`src/rtl/divider_pkg.sv`:
```
// Shared definitions for the sequential signed divider.
// Holds the FSM state encoding, the default operand width and a helper
// that sizes the iteration counter so it can count up to WIDTH.
package divider_pkg;

  typedef enum logic [1:0] {
    IDLE,
    EXEC,
    FIX,
    DONE
  } state_t;

  localparam int DEFAULT_WIDTH = 64;

  function automatic int cnt_width(input int w);
    return $clog2(w + 1);
  endfunction

endpackage

```
`src/rtl/divider_div_step.sv`:
```
// One combinational restoring-division step on unsigned magnitudes.
// Ports:
//   rem_in  - partial remainder from the previous step
//   divisor - divisor magnitude
//   bit_in  - next dividend bit, shifted into the partial remainder
//   rem_out - new partial remainder (trial result kept or restored)
//   q_bit   - quotient bit produced by this step
module div_step #(
  parameter int WIDTH = 64
) (
  input  logic [WIDTH-1:0] rem_in,
  input  logic [WIDTH-1:0] divisor,
  input  logic             bit_in,
  output logic [WIDTH-1:0] rem_out,
  output logic             q_bit
);

  logic [WIDTH-1:0] shifted;

  // The partial remainder is always below the divisor magnitude, which is
  // at most 2^(WIDTH-1), so its top bit is zero and the shift loses nothing.
  assign shifted = {rem_in[WIDTH-2:0], bit_in};
  assign q_bit   = (shifted >= divisor);
  assign rem_out = q_bit ? (shifted - divisor) : shifted;

endmodule

```
`src/rtl/divider.sv`:
```
// Sequential signed radix-2 restoring divider, one quotient bit per clock.
// Truncating quotient; remainder carries the sign of the dividend.
// Optional feature macro: DIV_ERR_EN adds the div_err output.
// Ports:
//   clk, reset          - clock and asynchronous active-high reset
//   dividend, divisor   - signed operands, captured when a start is accepted
//   op_start            - level request, honoured only in IDLE
//   op_clear            - synchronous abort/clear, beats op_start
//   op_done             - result valid, held until op_clear
//   quotient, remainder - registered signed results
//   div_err             - (DIV_ERR_EN only) divisor was zero
module divider
  import divider_pkg::*;
#(
  parameter int WIDTH = DEFAULT_WIDTH
) (
  input  logic             clk,
  input  logic             reset,
  input  logic [WIDTH-1:0] dividend,
  input  logic [WIDTH-1:0] divisor,
  input  logic             op_start,
  input  logic             op_clear,
  output logic             op_done,
  output logic [WIDTH-1:0] quotient,
  output logic [WIDTH-1:0] remainder
`ifdef DIV_ERR_EN
  ,
  output logic             div_err
`endif
);

  localparam int CNT_W = cnt_width(WIDTH);

  function automatic logic [WIDTH-1:0] mag(input logic [WIDTH-1:0] a);
    return a[WIDTH-1] ? (~a + 1'b1) : a;
  endfunction

  state_t           state_q, state_d;
  logic [CNT_W-1:0] cnt_q, cnt_d;
  logic [WIDTH-1:0] dvd_q, dvd_d;      // dividend magnitude, becomes quotient magnitude
  logic [WIDTH-1:0] dvs_q, dvs_d;      // divisor magnitude
  logic [WIDTH-1:0] rem_q, rem_d;      // partial remainder
  logic [WIDTH-1:0] raw_q, raw_d;      // original dividend, returned on divide by zero
  logic             neg_quo_q, neg_quo_d;
  logic             neg_rem_q, neg_rem_d;
  logic             zero_q, zero_d;
  logic             op_done_q, op_done_d;
  logic [WIDTH-1:0] quotient_q, quotient_d;
  logic [WIDTH-1:0] remainder_q, remainder_d;
`ifdef DIV_ERR_EN
  logic             div_err_q, div_err_d;
`endif

  logic [WIDTH-1:0] step_rem;
  logic             step_q;

  div_step #(.WIDTH(WIDTH)) u_step (
    .rem_in  (rem_q),
    .divisor (dvs_q),
    .bit_in  (dvd_q[WIDTH-1]),
    .rem_out (step_rem),
    .q_bit   (step_q)
  );

  always_comb begin
    // NOTE: every signal gets a default first so no path leaves it unassigned,
    // which would otherwise infer a latch.
    state_d     = state_q;
    cnt_d       = cnt_q;
    dvd_d       = dvd_q;
    dvs_d       = dvs_q;
    rem_d       = rem_q;
    raw_d       = raw_q;
    neg_quo_d   = neg_quo_q;
    neg_rem_d   = neg_rem_q;
    zero_d      = zero_q;
    op_done_d   = op_done_q;
    quotient_d  = quotient_q;
    remainder_d = remainder_q;
`ifdef DIV_ERR_EN
    div_err_d   = div_err_q;
`endif

    unique case (state_q)
      IDLE: begin
        if (op_start) begin
          dvd_d     = mag(dividend);
          dvs_d     = mag(divisor);
          rem_d     = '0;
          raw_d     = dividend;
          neg_quo_d = dividend[WIDTH-1] ^ divisor[WIDTH-1];
          neg_rem_d = dividend[WIDTH-1];
          zero_d    = (divisor == '0);
          cnt_d     = '0;
          state_d   = EXEC;
        end
      end
      EXEC: begin
        // Dividend bits leave at the top while quotient bits enter at the
        // bottom, so after WIDTH steps dvd holds the quotient magnitude.
        rem_d = step_rem;
        dvd_d = {dvd_q[WIDTH-2:0], step_q};
        cnt_d = cnt_q + 1'b1;
        if (cnt_q == CNT_W'(WIDTH - 1)) state_d = FIX;
      end
      FIX: begin
        if (zero_q) begin
          quotient_d  = '1;
          remainder_d = raw_q;
        end else begin
          // Negating 2^(WIDTH-1) wraps to itself, giving the overflow result.
          quotient_d  = neg_quo_q ? (~dvd_q + 1'b1) : dvd_q;
          remainder_d = neg_rem_q ? (~rem_q + 1'b1) : rem_q;
        end
`ifdef DIV_ERR_EN
        div_err_d = zero_q;
`endif
        op_done_d = 1'b1;
        state_d   = DONE;
      end
      DONE: begin
        // Results held; op_start is ignored until op_clear.
      end
      default: state_d = IDLE;
    endcase

    if (op_clear) begin
      state_d     = IDLE;
      cnt_d       = '0;
      op_done_d   = 1'b0;
      quotient_d  = '0;
      remainder_d = '0;
`ifdef DIV_ERR_EN
      div_err_d   = 1'b0;
`endif
    end
  end

  // NOTE: state registers use non-blocking assignments so every flop samples
  // pre-edge values regardless of statement order.
  always_ff @(posedge clk or posedge reset) begin
    if (reset) begin
      state_q     <= IDLE;
      cnt_q       <= '0;
      dvd_q       <= '0;
      dvs_q       <= '0;
      rem_q       <= '0;
      raw_q       <= '0;
      neg_quo_q   <= 1'b0;
      neg_rem_q   <= 1'b0;
      zero_q      <= 1'b0;
      op_done_q   <= 1'b0;
      quotient_q  <= '0;
      remainder_q <= '0;
`ifdef DIV_ERR_EN
      div_err_q   <= 1'b0;
`endif
    end else begin
      state_q     <= state_d;
      cnt_q       <= cnt_d;
      dvd_q       <= dvd_d;
      dvs_q       <= dvs_d;
      rem_q       <= rem_d;
      raw_q       <= raw_d;
      neg_quo_q   <= neg_quo_d;
      neg_rem_q   <= neg_rem_d;
      zero_q      <= zero_d;
      op_done_q   <= op_done_d;
      quotient_q  <= quotient_d;
      remainder_q <= remainder_d;
`ifdef DIV_ERR_EN
      div_err_q   <= div_err_d;
`endif
    end
  end

  assign op_done   = op_done_q;
  assign quotient  = quotient_q;
  assign remainder = remainder_q;
`ifdef DIV_ERR_EN
  assign div_err   = div_err_q;
`endif

endmodule
```
`config.mk`:
```
export PLATFORM = sky130hd
export DESIGN_NAME = divider
export DESIGN_NICKNAME = d
export VERILOG_FILES = /design/src/rtl/divider_pkg.sv /design/src/rtl/divider_div_step.sv /design/src/rtl/divider.sv
export SDC_FILE = /design/constraint.sdc
export NUM_CORES = 1
export LEC_CHECK = 0
export CORE_MARGIN = 1
export CORE_UTILIZATION = 25
export CTS_BUF_LIST = sky130_fd_sc_hd__clkbuf_2
export CTS_CLUSTER_DIAMETER = 150
export CTS_CLUSTER_SIZE = 28
export DETAILED_ROUTE_END_ITERATION = 8
export GPL_TIMING_DRIVEN = 0
export SLEW_MARGIN = 10
export SYNTH_ARGS = -nofsm -noshare
export SYNTH_HDL_FRONTEND = slang
export SYNTH_SLANG_ARGS = --single-unit
```
`constraint.sdc`:
```
create_clock -name clk -period 13.7 [get_ports clk]
set_input_delay 2.055 -clock clk [delete_from_list [all_inputs] [get_ports clk]]
set_output_delay 2.055 -clock clk [all_outputs]
set_load 0.01 [all_outputs]
```
==> impl_metrics.ini <==
[power_and_ir_drop]
power.leakage_nw = 12.3
peakVddDrop_mv = 0.0642
power.total_mw = 4.74
powerDensity_nw_per_um2 = 158

[yosys]
synth_common_cells = 534 x nand2_1, 396 x dfrtp_1, 353 x o21ai_0
seq_area_frac_synth = 0.389
ys_types = 74
async_flop_share = 1.00
synth.area.top_cells = dfrtp_1 39%, xor2_1 8.4%, nand2_1 7.9%, o21ai_0 6.9%, a21oi_1 4.1%
yosys.area.top_type_share = 0.389
syn_inst = 3114
synth.most_common_cell = nand2_1
yosysTopAreaCell = dfrtp_1
synth_enable_flop_cells = 0
netlist_area_um2 = 25500
ys_warn_count = 0
postSynthAreaPerCell_um2 = 8.18
ys_ff_latch = 396
synth_nets = 3319
synth-main-ff-cell = dfrtp_1

[global_routing]
first_global_vias = 23000
grt_pass1_wl_um = 151000
grt-ovfl-total = 0
grt_start_max_net_pins = 114
grtUsageTotal = 0.192
antenna_found_initial = 11

[outcome]
status = completed

[drt]
drt-pass1-iter-count = 5
final_antenna_net_count = 0
route.detailed.drc = 0
routed_via_density = 5.08
wl_per_cell_um = 21.4
vias = 24200
drt_iter0_markers = 2114
routed_wl_um = 102000

[die]
io_pins = 261
start_util = 0.253
die_x_um = 321
coreArea_um2 = 101000
dieArea_um2 = 103000
rows = 116
dieHeight_um = 321

[clock_tree]
path_clk_slew_ns = 0.50
h-tree-depth = 1
cts_tree = yes
post_cts_resized = 0
cts_hold_buffers = 0
post-cts-setup-buffers = 0
clk_path_buf_depth = 3
worstSkewPairLatency_ns = 1.22
clock-root-buffer = clkbuf_2
cts_buffers = 18
clock_sinks = 396

[critical_path]
cp_data_required_time_ns = 14.80
setup.worst_path.class = reg -> reg
r2r_end = rem_q[41]
critPathMaxFanout = 10
cp-endpoint = rem_q[41]
r2r_cells = 15
crit_path_start_kind = register
arrival_ns = 6.19
crit_path_start = dvd_q[63]
end_kind = register
rr_startpoint = dvd_q[63]
rrSetupSlack_ns = 8.61

[sta]
final_max_slew_viol_count = 0
skew_ns = 0.179
worst_pin_slew_ns = 1.42
grt_setup_unrepaired = no
finalCriticalPeriod_ns = 5.09
slew_headroom = 0.0518
fmax_mhz = 197
hold_viol_final = 0
setup_violations = 0
finalCritPeriodShare = 0.371
final.setup.tns_ns = 0

[worst_hold_path]
hp-start = dvs_q[5]
hold_class = reg -> reg

[cells_and_area]
syn2layout_area_growth_pct = 17.7
nets = 3600
postLayoutCellArea_um2 = 30000
drive_gt1_frac = 0.0171
n_fill_cell = 10900

[place]
place_area_um2 = 29900
dp_hpwl_um = 82400
routabilityCongestion = 0.954
port_buffers = 258

[job]
drv_cap = 0
-- final cells by class --
| class | count | area (um^2) | area share |
|---|---|---|---|
| Antenna cell | 6 | 15.0 | 0.000501 |
| Buffer | 194 | 731 | 0.0244 |
| Clock buffer | 19 | 95.1 | 0.00317 |
| Clock inverter | 2 | 25.0 | 0.000834 |
| Inverter | 101 | 387 | 0.0129 |
| Multi-Input combinational cell | 2423 | 14500 | 0.482 |
| Sequential cell | 396 | 9910 | 0.330 |
| Tap cell | 1357 | 1700 | 0.0566 |
| Timing Repair Buffer | 261 | 2670 | 0.0889 |
-- critical path, stage by stage (launching register included) --
cell and delay [ns]:
dfrtp_1 0.51, inv_1 0.33, ha_1 0.27, fa_1 0.19, nor2b_1 0.07, o31a_1 0.30, a21oi_1 0.43, o221ai_1 0.32
a211o_1 0.44, nor3_1 0.19, nor3_1 0.11, o22ai_1 0.35, clkbuf_1 0.46, clkbuf_1 0.63, a21oi_1 0.18, a211oi_1 0.24
-- cells in the final DEF, fill, tap and decap left out, types with 72 or more instances in the layout --
| cell type | count |
|---|---|
| a21oi_1 | 207 |
| clkbuf_1 | 179 |
| clkdlybuf4s50_1 | 258 |
| dfrtp_1 | 396 |
| ha_1 | 72 |
| inv_1 | 98 |
| nand2_1 | 534 |
| nor2_1 | 262 |
| o21ai_0 | 353 |
| xor2_1 | 244 |
-- how the worst min path moves through the flow --
stage | to | depth (start not counted) | slack [ns]
after floorplan | raw_q[62] | 2 | 0.44
after global placement | raw_q[45] | 2 | 0.46
after detailed placement | raw_q[21] | 2 | 0.46
after CTS | raw_q[23] | 2 | 0.53
after global routing | dvs_q[2] | 2 | 0.55
final | dvs_q[5] | 2 | 0.52
-- cell families after synthesis --
kind of cell | share of synthesized area
simple gates | 0.191
compound gates | 0.216
buf+inv | 0.0436
flops | 0.389
xor+xnor | 0.105
fa+ha+maj | 0.0361
mux | 0.0192
-- per-layer routing --
metal  vias up  global-route usage  routed length, um  part of all wire
li1      11500                   -                  -                 -
met1     11700               0.270              45800              0.45
met2       874               0.304              45400              0.44
met3       128              0.0270               7380             0.072
met4         8              0.0604               3440             0.034
met5         -                   0                 48           0.00047
-- registers in the layout (all words and copies together) (netlist names) --
register   count
state_q        2
dvd_q         64
rem_q         64
dvs_q         64
neg_quo_q      1
cnt_q          7
op_done        1
quotient      64
remainder     64
zero_q         1
raw_q         64
-- stage by stage --
step | cells | setup slack, ns | utilization | hold slack, ns
5_1_grt | 4757 | 8.25 | 0.298 | 0.551
6_report | 4759 | 8.61 | 0.298 | 0.525
2_1_floorplan | 3114 | 0.634 | - | 0.437
4_1_cts | 4753 | 8.64 | 0.298 | 0.529
3_3_place_gp | 4729 | -4.76 | 0.296 | 0.460
3_5_place_dp | 4732 | 7.51 | 0.297 | 0.462
-- where the power goes --
| part | internal, mW | switching, mW |
|---|---|---|
| registers | 1.50 | 0.326 |
| clock network | 0.0410 | 0.388 |
| logic | 0.873 | 1.61 |
| total | 2.42 | 2.33 |
Power figures use the tool's default switching activity.
